### config.mk
export PLATFORM = sky130hd
export DESIGN_NAME = spi_display_receiver_flat
export DESIGN_NICKNAME = d
export VERILOG_FILES = /design/src/rtl/spi_display_receiver_if.sv /design/src/rtl/spi_display_receiver.sv /design/src/flat_wrapper.sv
export SDC_FILE = /design/constraint.sdc
export NUM_CORES = 1
export LEC_CHECK = 0
export BUFFER_PORTS_ARGS = -buffer_cell sky130_fd_sc_hd__buf_4
export CAP_MARGIN = 5
export CORE_AREA = 2 2 82 84
export CTS_CLUSTER_SIZE = 20
export DETAILED_ROUTE_END_ITERATION = 10
export DIE_AREA = 0 0 84 86
export PLACE_DENSITY_LB_ADDON = 0.05
export SLEW_MARGIN = 20
export SYNTH_ARGS = -nofsm -noshare
export SYNTH_HDL_FRONTEND = slang
export SYNTH_SLANG_ARGS = --single-unit
### constraint.sdc
create_clock -name CLK -period 2.9 [get_ports CLK]
set_input_delay 0.29 -clock CLK [delete_from_list [all_inputs] [get_ports CLK]]
set_output_delay 0.29 -clock CLK [all_outputs]
set_load 0.05 [all_outputs]
### src/rtl/spi_display_receiver_if.sv
// Bus bundle between an SPI display driver model/host logic and spi_display_receiver.
// The slave modport is the receiver's view; the master modport is the driving side.
interface spi_display_receiver_if;
    logic       sck;
    logic       cs;
    logic       mosi;
    logic       dc;
    logic       miso;
    logic [7:0] tx_data;
    logic       rd_en;
    logic [7:0] rx_data;
    logic       rx_dc;
    logic       rx_empty;
    logic       rx_full;
    logic       clr_flags;
    logic       overflow;
    logic       frame_err;

    modport slave (
        input  sck, cs, mosi, dc, tx_data, rd_en, clr_flags,
        output miso, rx_data, rx_dc, rx_empty, rx_full, overflow, frame_err
    );

    modport master (
        output sck, cs, mosi, dc, tx_data, rd_en, clr_flags,
        input  miso, rx_data, rx_dc, rx_empty, rx_full, overflow, frame_err
    );
endinterface

### src/rtl/spi_display_receiver.sv
// SPI mode-0 display receiver: oversamples sck/cs/mosi/dc in the CLK domain, assembles
// bytes tagged with dc into a show-ahead FIFO and shifts tx_data back out on miso.
module spi_display_receiver #(
    parameter int FIFO_DEPTH = 4
) (
    input  logic                  CLK,
    input  logic                  RESET,
    spi_display_receiver_if.slave bus
);
    localparam int          PW        = (FIFO_DEPTH > 1) ? $clog2(FIFO_DEPTH) : 1;
    localparam logic [PW:0] DEPTH_CNT = (PW + 1)'(FIFO_DEPTH);

    typedef enum logic {IDLE = 1'b0, ACTIVE = 1'b1} state_t;

    state_t        r_state, w_state_next;
    logic          r_sck_meta, r_sck_sync, r_sck_sync_d;
    logic          r_cs_meta, r_cs_sync, r_cs_sync_d;
    logic          r_mosi_meta, r_mosi_sync;
    logic          r_dc_meta, r_dc_sync;
    logic [1:0]    r_settle;
    logic          r_cs_armed;
    logic [2:0]    r_bitcnt, w_bitcnt_next;
    logic [7:0]    r_rx_shift, w_rx_shift_next;
    logic [7:0]    r_tx_shift, w_tx_shift_next;
    logic          r_miso;
    logic [7:0]    r_mem_data [FIFO_DEPTH];
    logic          r_mem_dc   [FIFO_DEPTH];
    logic [PW-1:0] r_wr_ptr, r_rd_ptr;
    logic [PW:0]   r_count, w_count_next;
    logic          r_rx_empty, r_rx_full, r_overflow, r_frame_err;
    logic          w_sck_rise, w_sck_fall, w_cs_rise, w_cs_fall;
    logic          w_push, w_pop, w_do_push, w_ovf_set, w_frame_set;

    // Input synchronizers; r_cs_armed blocks a cs falling edge until cs has been seen high post-reset
    always_ff @(posedge CLK) begin
        if (RESET) begin
            r_sck_meta   <= 1'b0;
            r_sck_sync   <= 1'b0;
            r_sck_sync_d <= 1'b0;
            r_cs_meta    <= 1'b1;
            r_cs_sync    <= 1'b1;
            r_cs_sync_d  <= 1'b1;
            r_mosi_meta  <= 1'b0;
            r_mosi_sync  <= 1'b0;
            r_dc_meta    <= 1'b0;
            r_dc_sync    <= 1'b0;
            r_settle     <= 2'd0;
            r_cs_armed   <= 1'b0;
        end else begin
            r_sck_meta   <= bus.sck;
            r_sck_sync   <= r_sck_meta;
            r_sck_sync_d <= r_sck_sync;
            r_cs_meta    <= bus.cs;
            r_cs_sync    <= r_cs_meta;
            r_cs_sync_d  <= r_cs_sync;
            r_mosi_meta  <= bus.mosi;
            r_mosi_sync  <= r_mosi_meta;
            r_dc_meta    <= bus.dc;
            r_dc_sync    <= r_dc_meta;
            if (r_settle != 2'd3) begin
                r_settle <= r_settle + 2'd1;
            end
            if ((r_settle == 2'd3) && r_cs_sync && r_cs_sync_d) begin
                r_cs_armed <= 1'b1;
            end
        end
    end

    assign w_sck_rise = r_sck_sync & ~r_sck_sync_d;
    assign w_sck_fall = ~r_sck_sync & r_sck_sync_d;
    assign w_cs_rise  = r_cs_sync & ~r_cs_sync_d;
    assign w_cs_fall  = ~r_cs_sync & r_cs_sync_d & r_cs_armed;

    // Next-state and datapath decode; cs activity outranks sck activity in the same cycle
    always_comb begin
        w_state_next    = r_state;
        w_bitcnt_next   = r_bitcnt;
        w_rx_shift_next = r_rx_shift;
        w_tx_shift_next = r_tx_shift;
        w_push          = 1'b0;
        w_frame_set     = 1'b0;
        case (r_state)
            IDLE: begin
                if (w_cs_fall) begin
                    w_state_next    = ACTIVE;
                    w_bitcnt_next   = 3'd0;
                    w_tx_shift_next = bus.tx_data;
                end else begin
                    w_state_next = IDLE;
                end
            end
            ACTIVE: begin
                if (w_cs_rise) begin
                    w_state_next  = IDLE;
                    w_bitcnt_next = 3'd0;
                    w_frame_set   = (r_bitcnt != 3'd0);
                end else if (w_sck_rise) begin
                    w_rx_shift_next = {r_rx_shift[6:0], r_mosi_sync};
                    if (r_bitcnt == 3'd7) begin
                        w_push          = 1'b1;
                        w_bitcnt_next   = 3'd0;
                        w_tx_shift_next = bus.tx_data;
                    end else begin
                        w_bitcnt_next = r_bitcnt + 3'd1;
                    end
                end else if (w_sck_fall && (r_bitcnt != 3'd0)) begin
                    w_tx_shift_next = {r_tx_shift[6:0], 1'b0};
                end else begin
                    w_state_next = ACTIVE;
                end
            end
            default: begin
                w_state_next  = IDLE;
                w_bitcnt_next = 3'd0;
            end
        endcase
    end

    // FSM and shift registers; miso is registered from the next-state view so it tracks tx_shift[7]
    always_ff @(posedge CLK) begin
        if (RESET) begin
            r_state    <= IDLE;
            r_bitcnt   <= 3'd0;
            r_rx_shift <= 8'h00;
            r_tx_shift <= 8'h00;
            r_miso     <= 1'b0;
        end else begin
            r_state    <= w_state_next;
            r_bitcnt   <= w_bitcnt_next;
            r_rx_shift <= w_rx_shift_next;
            r_tx_shift <= w_tx_shift_next;
            r_miso     <= (w_state_next == ACTIVE) ? w_tx_shift_next[7] : 1'b0;
        end
    end

    assign w_pop        = bus.rd_en & ~r_rx_empty;
    assign w_do_push    = w_push & (~r_rx_full | w_pop);
    assign w_ovf_set    = w_push & r_rx_full & ~w_pop;
    assign w_count_next = r_count + {{PW{1'b0}}, w_do_push} - {{PW{1'b0}}, w_pop};

    // Receive FIFO storage, pointers, status and sticky error flags (set wins over clear)
    always_ff @(posedge CLK) begin
        if (RESET) begin
            for (int i = 0; i < FIFO_DEPTH; i++) begin
                r_mem_data[i] <= 8'h00;
                r_mem_dc[i]   <= 1'b0;
            end
            r_wr_ptr    <= '0;
            r_rd_ptr    <= '0;
            r_count     <= '0;
            r_rx_empty  <= 1'b1;
            r_rx_full   <= 1'b0;
            r_overflow  <= 1'b0;
            r_frame_err <= 1'b0;
        end else begin
            if (w_do_push) begin
                r_mem_data[r_wr_ptr] <= w_rx_shift_next;
                r_mem_dc[r_wr_ptr]   <= r_dc_sync;
                r_wr_ptr             <= r_wr_ptr + PW'(1);
            end
            if (w_pop) begin
                r_rd_ptr <= r_rd_ptr + PW'(1);
            end
            r_count    <= w_count_next;
            r_rx_empty <= (w_count_next == '0);
            r_rx_full  <= (w_count_next == DEPTH_CNT);
            if (w_ovf_set) begin
                r_overflow <= 1'b1;
            end else if (bus.clr_flags) begin
                r_overflow <= 1'b0;
            end
            if (w_frame_set) begin
                r_frame_err <= 1'b1;
            end else if (bus.clr_flags) begin
                r_frame_err <= 1'b0;
            end
        end
    end

    assign bus.miso      = r_miso;
    assign bus.rx_data   = r_mem_data[r_rd_ptr];
    assign bus.rx_dc     = r_mem_dc[r_rd_ptr];
    assign bus.rx_empty  = r_rx_empty;
    assign bus.rx_full   = r_rx_full;
    assign bus.overflow  = r_overflow;
    assign bus.frame_err = r_frame_err;
endmodule
### src/flat_wrapper.sv
// flat-port wrapper written by rule: the top's interface ports become plain ports
module spi_display_receiver_flat 
#(
    parameter int FIFO_DEPTH = 4
)
  (CLK, RESET, bus_sck, bus_cs, bus_mosi, bus_dc, bus_tx_data, bus_rd_en, bus_clr_flags, bus_miso, bus_rx_data, bus_rx_dc, bus_rx_empty, bus_rx_full, bus_overflow, bus_frame_err);
  spi_display_receiver_if bus_i ();
  input  logic CLK;
  input  logic RESET;
  input wire logic [$bits(bus_i.sck)-1:0] bus_sck;
  input wire logic [$bits(bus_i.cs)-1:0] bus_cs;
  input wire logic [$bits(bus_i.mosi)-1:0] bus_mosi;
  input wire logic [$bits(bus_i.dc)-1:0] bus_dc;
  input wire logic [$bits(bus_i.tx_data)-1:0] bus_tx_data;
  input wire logic [$bits(bus_i.rd_en)-1:0] bus_rd_en;
  input wire logic [$bits(bus_i.clr_flags)-1:0] bus_clr_flags;
  output wire logic [$bits(bus_i.miso)-1:0] bus_miso;
  output wire logic [$bits(bus_i.rx_data)-1:0] bus_rx_data;
  output wire logic [$bits(bus_i.rx_dc)-1:0] bus_rx_dc;
  output wire logic [$bits(bus_i.rx_empty)-1:0] bus_rx_empty;
  output wire logic [$bits(bus_i.rx_full)-1:0] bus_rx_full;
  output wire logic [$bits(bus_i.overflow)-1:0] bus_overflow;
  output wire logic [$bits(bus_i.frame_err)-1:0] bus_frame_err;
  assign bus_i.sck = bus_sck;
  assign bus_i.cs = bus_cs;
  assign bus_i.mosi = bus_mosi;
  assign bus_i.dc = bus_dc;
  assign bus_i.tx_data = bus_tx_data;
  assign bus_i.rd_en = bus_rd_en;
  assign bus_i.clr_flags = bus_clr_flags;
  assign bus_miso = bus_i.miso;
  assign bus_rx_data = bus_i.rx_data;
  assign bus_rx_dc = bus_i.rx_dc;
  assign bus_rx_empty = bus_i.rx_empty;
  assign bus_rx_full = bus_i.rx_full;
  assign bus_overflow = bus_i.overflow;
  assign bus_frame_err = bus_i.frame_err;
  spi_display_receiver #(.FIFO_DEPTH(FIFO_DEPTH)) u_core (.CLK(CLK), .RESET(RESET), .bus(bus_i));
endmodule
; Word level (Yosys, flattened, before mapping)
; Memory sizes are Yosys's and may differ from the RTL's. A register that Yosys moved wholly into a read port is not among the register bits.
; Cells that the tools add are included.
[totals]
ff_bits = 45
latchBits = 0
ram_bits = 36
romBits = 0
in_bits = 16
out_inout_bits = 14
wordCells = 114
mem_count = 2
[op_classes]
n_addsub = 6
mul = 0
div_mod_pow = 0
magnitude_cmp = 0
eq_ne = 9
n_shift = 0
mux = 41
n_bitwise = 19
reduce_logical = 12
[mem_list]
columns = name, depth, width, read_ports, rd_ports_with_merged_regs, wr, line
row1 = u_core.r_mem_data, 4, 8, 1, 1, 4, spi_display_receiver.sv:26  ; logic [7:0] r_mem_data [FIFO_DEPTH];
row2 = u_core.r_mem_dc, 4, 1, 1, 1, 4, spi_display_receiver.sv:27  ; logic r_mem_dc [FIFO_DEPTH];
[ops]
columns = operator, n
row1 = 8-bit 2-to-1 mux, 9
row2 = 1-bit 2-to-1 mux, 19
row3 = 8-bit one-hot mux with 2 select lines, 1
row4 = 2-bit 2-to-1 mux, 6
row5 = 3-bit 2-to-1 mux, 4
row6 = 1-bit bitwise AND, 9
row7 = 3-bit != test (second input constant), 3
row8 = 1-bit inverter, 9
row9 = 8-bit OR reduction, 1
row10 = 2-bit by 1-bit adder with 2-bit output (second input constant), 3
row11 = 3-bit equality test (second input constant), 2
row12 = 3-bit one-hot mux with 2 select lines, 1
row13 = 2-bit != test (second input constant), 2
row14 = 4-bit AND reduction, 1
row15 = 2-bit nonzero test, 2
row16 = 3-bit by 1-bit adder with 3-bit output, 1
row17 = 3-bit by 1-bit adder with 3-bit output (second input constant), 1
row18 = 1-bit logical AND, 3
row19 = 3-bit logical NOT, 1
row20 = 3-bit nonzero test, 1
row21 = 3-bit by 1-bit subtractor with 3-bit output, 1
row22 = 2-bit equality test (second input constant), 1
row23 = 2-bit by 1-bit != test with 1-bit output (second input constant), 1
row24 = 1-bit one-hot mux with 2 select lines, 1
row25 = other kinds (4), 4

; Logic depth before layout (Yosys ltp)
[depth]
depth_word = 11
depth_mapped = 12

; Least setup slack after synthesis
; No wires, ideal clock.
[synth_path]
kind = reg2reg
from = register u_core.r_rx_empty, in the netlist u_core.bus.rx_empty
to = register u_core.r_rx_full, in the netlist u_core.bus.rx_full
setup_time_ns = 0.115
t_arrival_ns = 2.299
required_time_ns = 2.785
slack_ns = 0.486
stages_incl_launch_ff = 12
n_path_buf = 1
period_less_slack_ns = 2.414
cell_sequence = dfxtp_1 -> nor2b_2 -> o2111a_2 -> and2_1 -> buf_2 -> ha_1 -> inv_1 -> fa_1 -> xor2_1 -> xnor2_1 -> nor2_1 -> and3_1
[synth_via]
elab_chain_cells = 7
[synth_rtl]
columns = item, line
row1 = from (decl), spi_display_receiver.sv:30  ; logic r_rx_empty, r_rx_full, r_overflow, r_frame_err;
row2 = from (signal assigned), spi_display_receiver.sv:165  ; r_rx_empty <= (w_count_next == '0);
row3 = 1-bit inverter (*), spi_display_receiver.sv:136  ; assign w_pop = bus.rd_en & ~r_rx_empty;
row4 = 1-bit bitwise AND (*), spi_display_receiver.sv:136
row5 = named net u_core.w_pop, spi_display_receiver.sv:32  ; logic w_push, w_pop, w_do_push, w_ovf_set, w_frame_set;
row6 = 1-bit bitwise OR, spi_display_receiver.sv:137  ; assign w_do_push = w_push & (~r_rx_full | w_pop);
row7 = 1-bit bitwise AND, spi_display_receiver.sv:137
row8 = 3-bit by 1-bit adder with 3-bit output, spi_display_receiver.sv:139  ; assign w_count_next = r_count + {{PW{1'b0}}, w_do_push} - {{PW{1'b0}}, w_pop};
row9 = 3-bit by 1-bit subtractor with 3-bit output (*), spi_display_receiver.sv:139
row10 = 3-bit equality test (*), spi_display_receiver.sv:166  ; r_rx_full <= (w_count_next == DEPTH_CNT);
row11 = to (signal assigned), spi_display_receiver.sv:166
row12 = to (decl), spi_display_receiver.sv:30
; Mark *: on every way through the listed nets, which the timed path passes. The rest lies on a longest branch.
; A chain may end at the register's enable or synchronous reset.

; Worst setup path in the final report
[layout_path]
from = register u_core.r_sck_sync
to = register u_core.r_rx_full, in the netlist u_core.bus.rx_full
[layout_via]
elab_chain_cells = 8
[layout_rtl]
columns = item, line
row1 = from (decl), spi_display_receiver.sv:16  ; logic r_sck_meta, r_sck_sync, r_sck_sync_d;
row2 = from (signal assigned), spi_display_receiver.sv:51  ; r_sck_sync <= r_sck_meta;
row3 = 1-bit bitwise AND, spi_display_receiver.sv:69  ; assign w_sck_rise = r_sck_sync & ~r_sck_sync_d;
row4 = 1-bit 2-to-1 mux, spi_display_receiver.sv:97  ; end else if (w_sck_rise) begin
row5 = 1-bit 2-to-1 mux, spi_display_receiver.sv:93  ; if (w_cs_rise) begin
row6 = 1-bit 2-to-1 mux, spi_display_receiver.sv:82  ; case (r_state)
row7 = 1-bit bitwise AND, spi_display_receiver.sv:137
row8 = 3-bit by 1-bit adder with 3-bit output, spi_display_receiver.sv:139
row9 = 3-bit by 1-bit subtractor with 3-bit output, spi_display_receiver.sv:139
row10 = 3-bit equality test, spi_display_receiver.sv:166
; Every way passes these cells.

==> qor.yml <==
fp-row-count: 29
cts.sinks: 83
post-route-drc-count: 0
place.detailed.hpwl_microns: 4000
crit_required_ns: 3.15
grt_util_all_layers_pct: 18.4
finalSetupViolations: 0
critical_path.max_stage_delay_ns: 0.37
ctsLongestPathBuffers: 2
layout-drive-gt1-share_pct: 19.6
power_mw: 2.79
finalSetupTns_ns: 0
die_extent_in_y_microns: 86
path_delay_family: "simple AND/OR/NAND/NOR gates"
yosys_warnings: 0
critPathMaxFanout: 8
outcome: "finished, final reports clean"
setup_repair_after_global_routing_missed_its_margin: "false"
powerDensity_mw_per_mm2: 712
drt_first_pass_iters: 4
final_hold_viol_count: 0
crit_path_end_kind: "flip-flop"
routed_wl_microns: 6040
wire_length_of_the_first_global_routing_pass_microns: 10000
final-seq-area_sq_mm: 0.00202
fillerInstances: 523
highest_delay_cell_along_the_critical_path: "fa_1"
grt_max_degree: 52
cp_num_buf_inv: 1
setup.worst_path.start_class: "flip-flop"
p_leak_nw: 1.44
drt-initial-drc-count: 95
netlist-cell-type-count: 47
seq_area_frac_synth_pct: 59.2
period_needed_ns: 2.42
slew_viol_final: 0
post_layout_net_count: 344
worst-setup-path-type: "flip-flop to flip-flop"
worst-slew-pin-transition_ns: 0.631
finalCritPeriodShare_pct: 83.5
floorplan.initialDensity_pct: 54.4
post_synth_inst_count: 294
die_width_microns: 84
input_output_buffers: 29
first_global_vias: 2086
relSlewSlack_pct: 57.9
floorplan.die_area_sq_mm: 0.00722
ir_drop_v: 0.000452
crit_chain: "nor2b_1, o2111a_2, and2_1, ha_1, inv_1, fa_1, xor2_1, xnor2_1, nor2_1, and3_1"
io_pins: 30
holdBufCountCts: 0
clkLatencyLatePin_ns: 0.35
synth_fp_nets: 317
synth.ff_latch_count: 83
gp_routability_congestion: 0.700
cts.reportedPaths.clkPinSlew_ns: 0.08
area_growth_pct: 14.6
post_synth_instance_area_sq_mm: 0.00342
skew_ns: 0.0107
max_freq_mhz: 413
antenna_found_initial: 0
clk_root_buffer_cell: "clkbuf_8"
vias: 2162
post_cts.resized_instances: 0
timing.hold.worst.class: "input pin to flip-flop"
routed_wire_length_per_instance_microns: 15.0
numCtsBuffers: 9
number_of_nets_with_antenna_violations_after_routing: 0
core_area_sq_mm: 0.00628
worst-endpoint-arrival_ns: 2.67
cts_post_setup_buffers_inserted: 0
clock_tree_from_tritoncts: "yes"
area_taken_by_multi_input_logic_gates_sq_mm: 0.00128
drv_cap: 0
h-tree-depth: 3
via_per_inst: 5.36
grt_overflow: 0
antenna_cells_inserted: 0
synth_area_per_cell_sq_um: 11.6
-- cell usage after synthesis (all sizes together) --
library cell,n,area share (%)
nor2,58,6.4
dfxtp,47,28
edfxtp,36,32
nand2,16,1.8
nor2b,13,2.5
inv,11,1.2
nand2b,10,2.1
a21oi,9,1.3
mux2i,9,2.6
mux4,9,5.9
a32oi,8,2.1
buf,8,1.5
nand3,8,1.2
clkbuf,6,0.66
ha,6,2.2
a21o,3,0.66
nor4,3,0.73
o21ai,3,0.44
or2,3,0.55
xor2,3,0.77
a31o,2,0.51
and3,2,0.37
nand3b,2,0.44
or3,2,0.37
xnor2,2,0.51
a21boi,1,0.22
a31oi,1,0.18
and2,1,0.18
and3b,1,0.26
fa,1,0.59
mux2,1,0.33
nand4b,1,0.26
nand4bb,1,0.33
nor3,1,0.15
nor3b,1,0.22
nor4b,1,0.26
o2111a,1,0.37
o211a,1,0.29
o22ai,1,0.18
o31ai,1,0.37
-- registers in the layout, indices dropped and copies added, names as in the netlist, 2 cells and up, named ones only --
name / cells
u_core.r_mem_data: 32
u_core.r_tx_shift: 8
u_core.r_settle: 2
u_core.r_bitcnt: 3
u_core.r_rd_ptr: 2
u_core.r_wr_ptr: 2
u_core.r_rx_shift: 8
u_core.r_count: 3
u_core.r_mem_dc: 4
-- power by group --
| part | internal [mW] | switching (mW) | leakage [nW] |
|---|---|---|---|
| clock | 0.597 | 0.416 | 0.126 |
| sequential | 1.29 | 0.0593 | 0.754 |
| combinational | 0.178 | 0.252 | 0.561 |
-- metal layers --
| layer | track usage [%] | part of all wire [%] |
|---|---|---|
| met5 | 0 | 0 |
| met4 | 7.92 | 1.7 |
| met3 | 5.00 | 3.9 |
| met2 | 31.5 | 49 |
| met1 | 22.0 | 45 |
-- cell usage in the layout, fill, tap and decap left out, drive strengths merged, types with 8 or more instances in the layout --
cell     n
a21oi    9
a32oi    8
buf     30
clkbuf  10
dfxtp   47
edfxtp  36
inv     11
mux2i    9
mux4     9
nand2   16
nand2b  10
nand3    8
nor2    58
nor2b   13
-- worst reg2reg max path: cells and delay by family, from the launching register on --
kind | cells | cell delay, ns
compound gates | 1 | 0.32
xor+xnor | 2 | 0.30
flops | 1 | 0.36
simple gates | 4 | 0.77
fa+ha+maj | 2 | 0.54
buf+inv | 1 | 0.04
-- through the flow --
stage                     area [sq um]  worst slack (ns)  hold slack (ns)  instances  utilization (%)
after global routing              3920             0.284            0.106        403             62.4
after CTS                         3920             0.462            0.106        403             62.4
after detailed placement          3660             0.469            0.401        387             58.4
after global placement            3660             0.516            0.400        387             58.4
after floorplan                   3420             0.486            0.389        294                -
final                             3920             0.478            0.125        403             62.4
-- cells by family after synthesis --
kind of cell / count (synthesis) / share of synthesized area, %
simple gates: 124 / 17.9
flops: 83 / 59.2
compound gates: 31 / 6.59
buf+inv: 25 / 3.33
mux: 19 / 8.90
fa+ha+maj: 7 / 2.78
xor+xnor: 5 / 1.28
-- path summary, 6_finish.rpt --
| path | from | endpoint | slack [ns] | cells past startpoint |
|---|---|---|---|---|
| setup / recovery | u_core.r_sck_sync | u_core.bus.rx_full | 0.48 | 10 |
| hold / removal | bus_cs | u_core.r_cs_meta | 0.13 | 2 |
| setup reg to reg | u_core.r_sck_sync | u_core.bus.rx_full | 0.48 | 10 |
| hold reg to reg | u_core.r_cs_meta | u_core.r_cs_sync | 0.41 | 1 |
-- area by class of cell --
class | count | area share [%]
Clock buffer | 10 | 3.52
Clock inverter | 6 | 2.88
Inverter | 11 | 1.05
Multi-Input combinational cell | 186 | 32.7
Sequential cell | 83 | 51.6
Tap cell | 77 | 2.46
Timing Repair Buffer | 30 | 5.75
(Power assumes the default switching activity.)
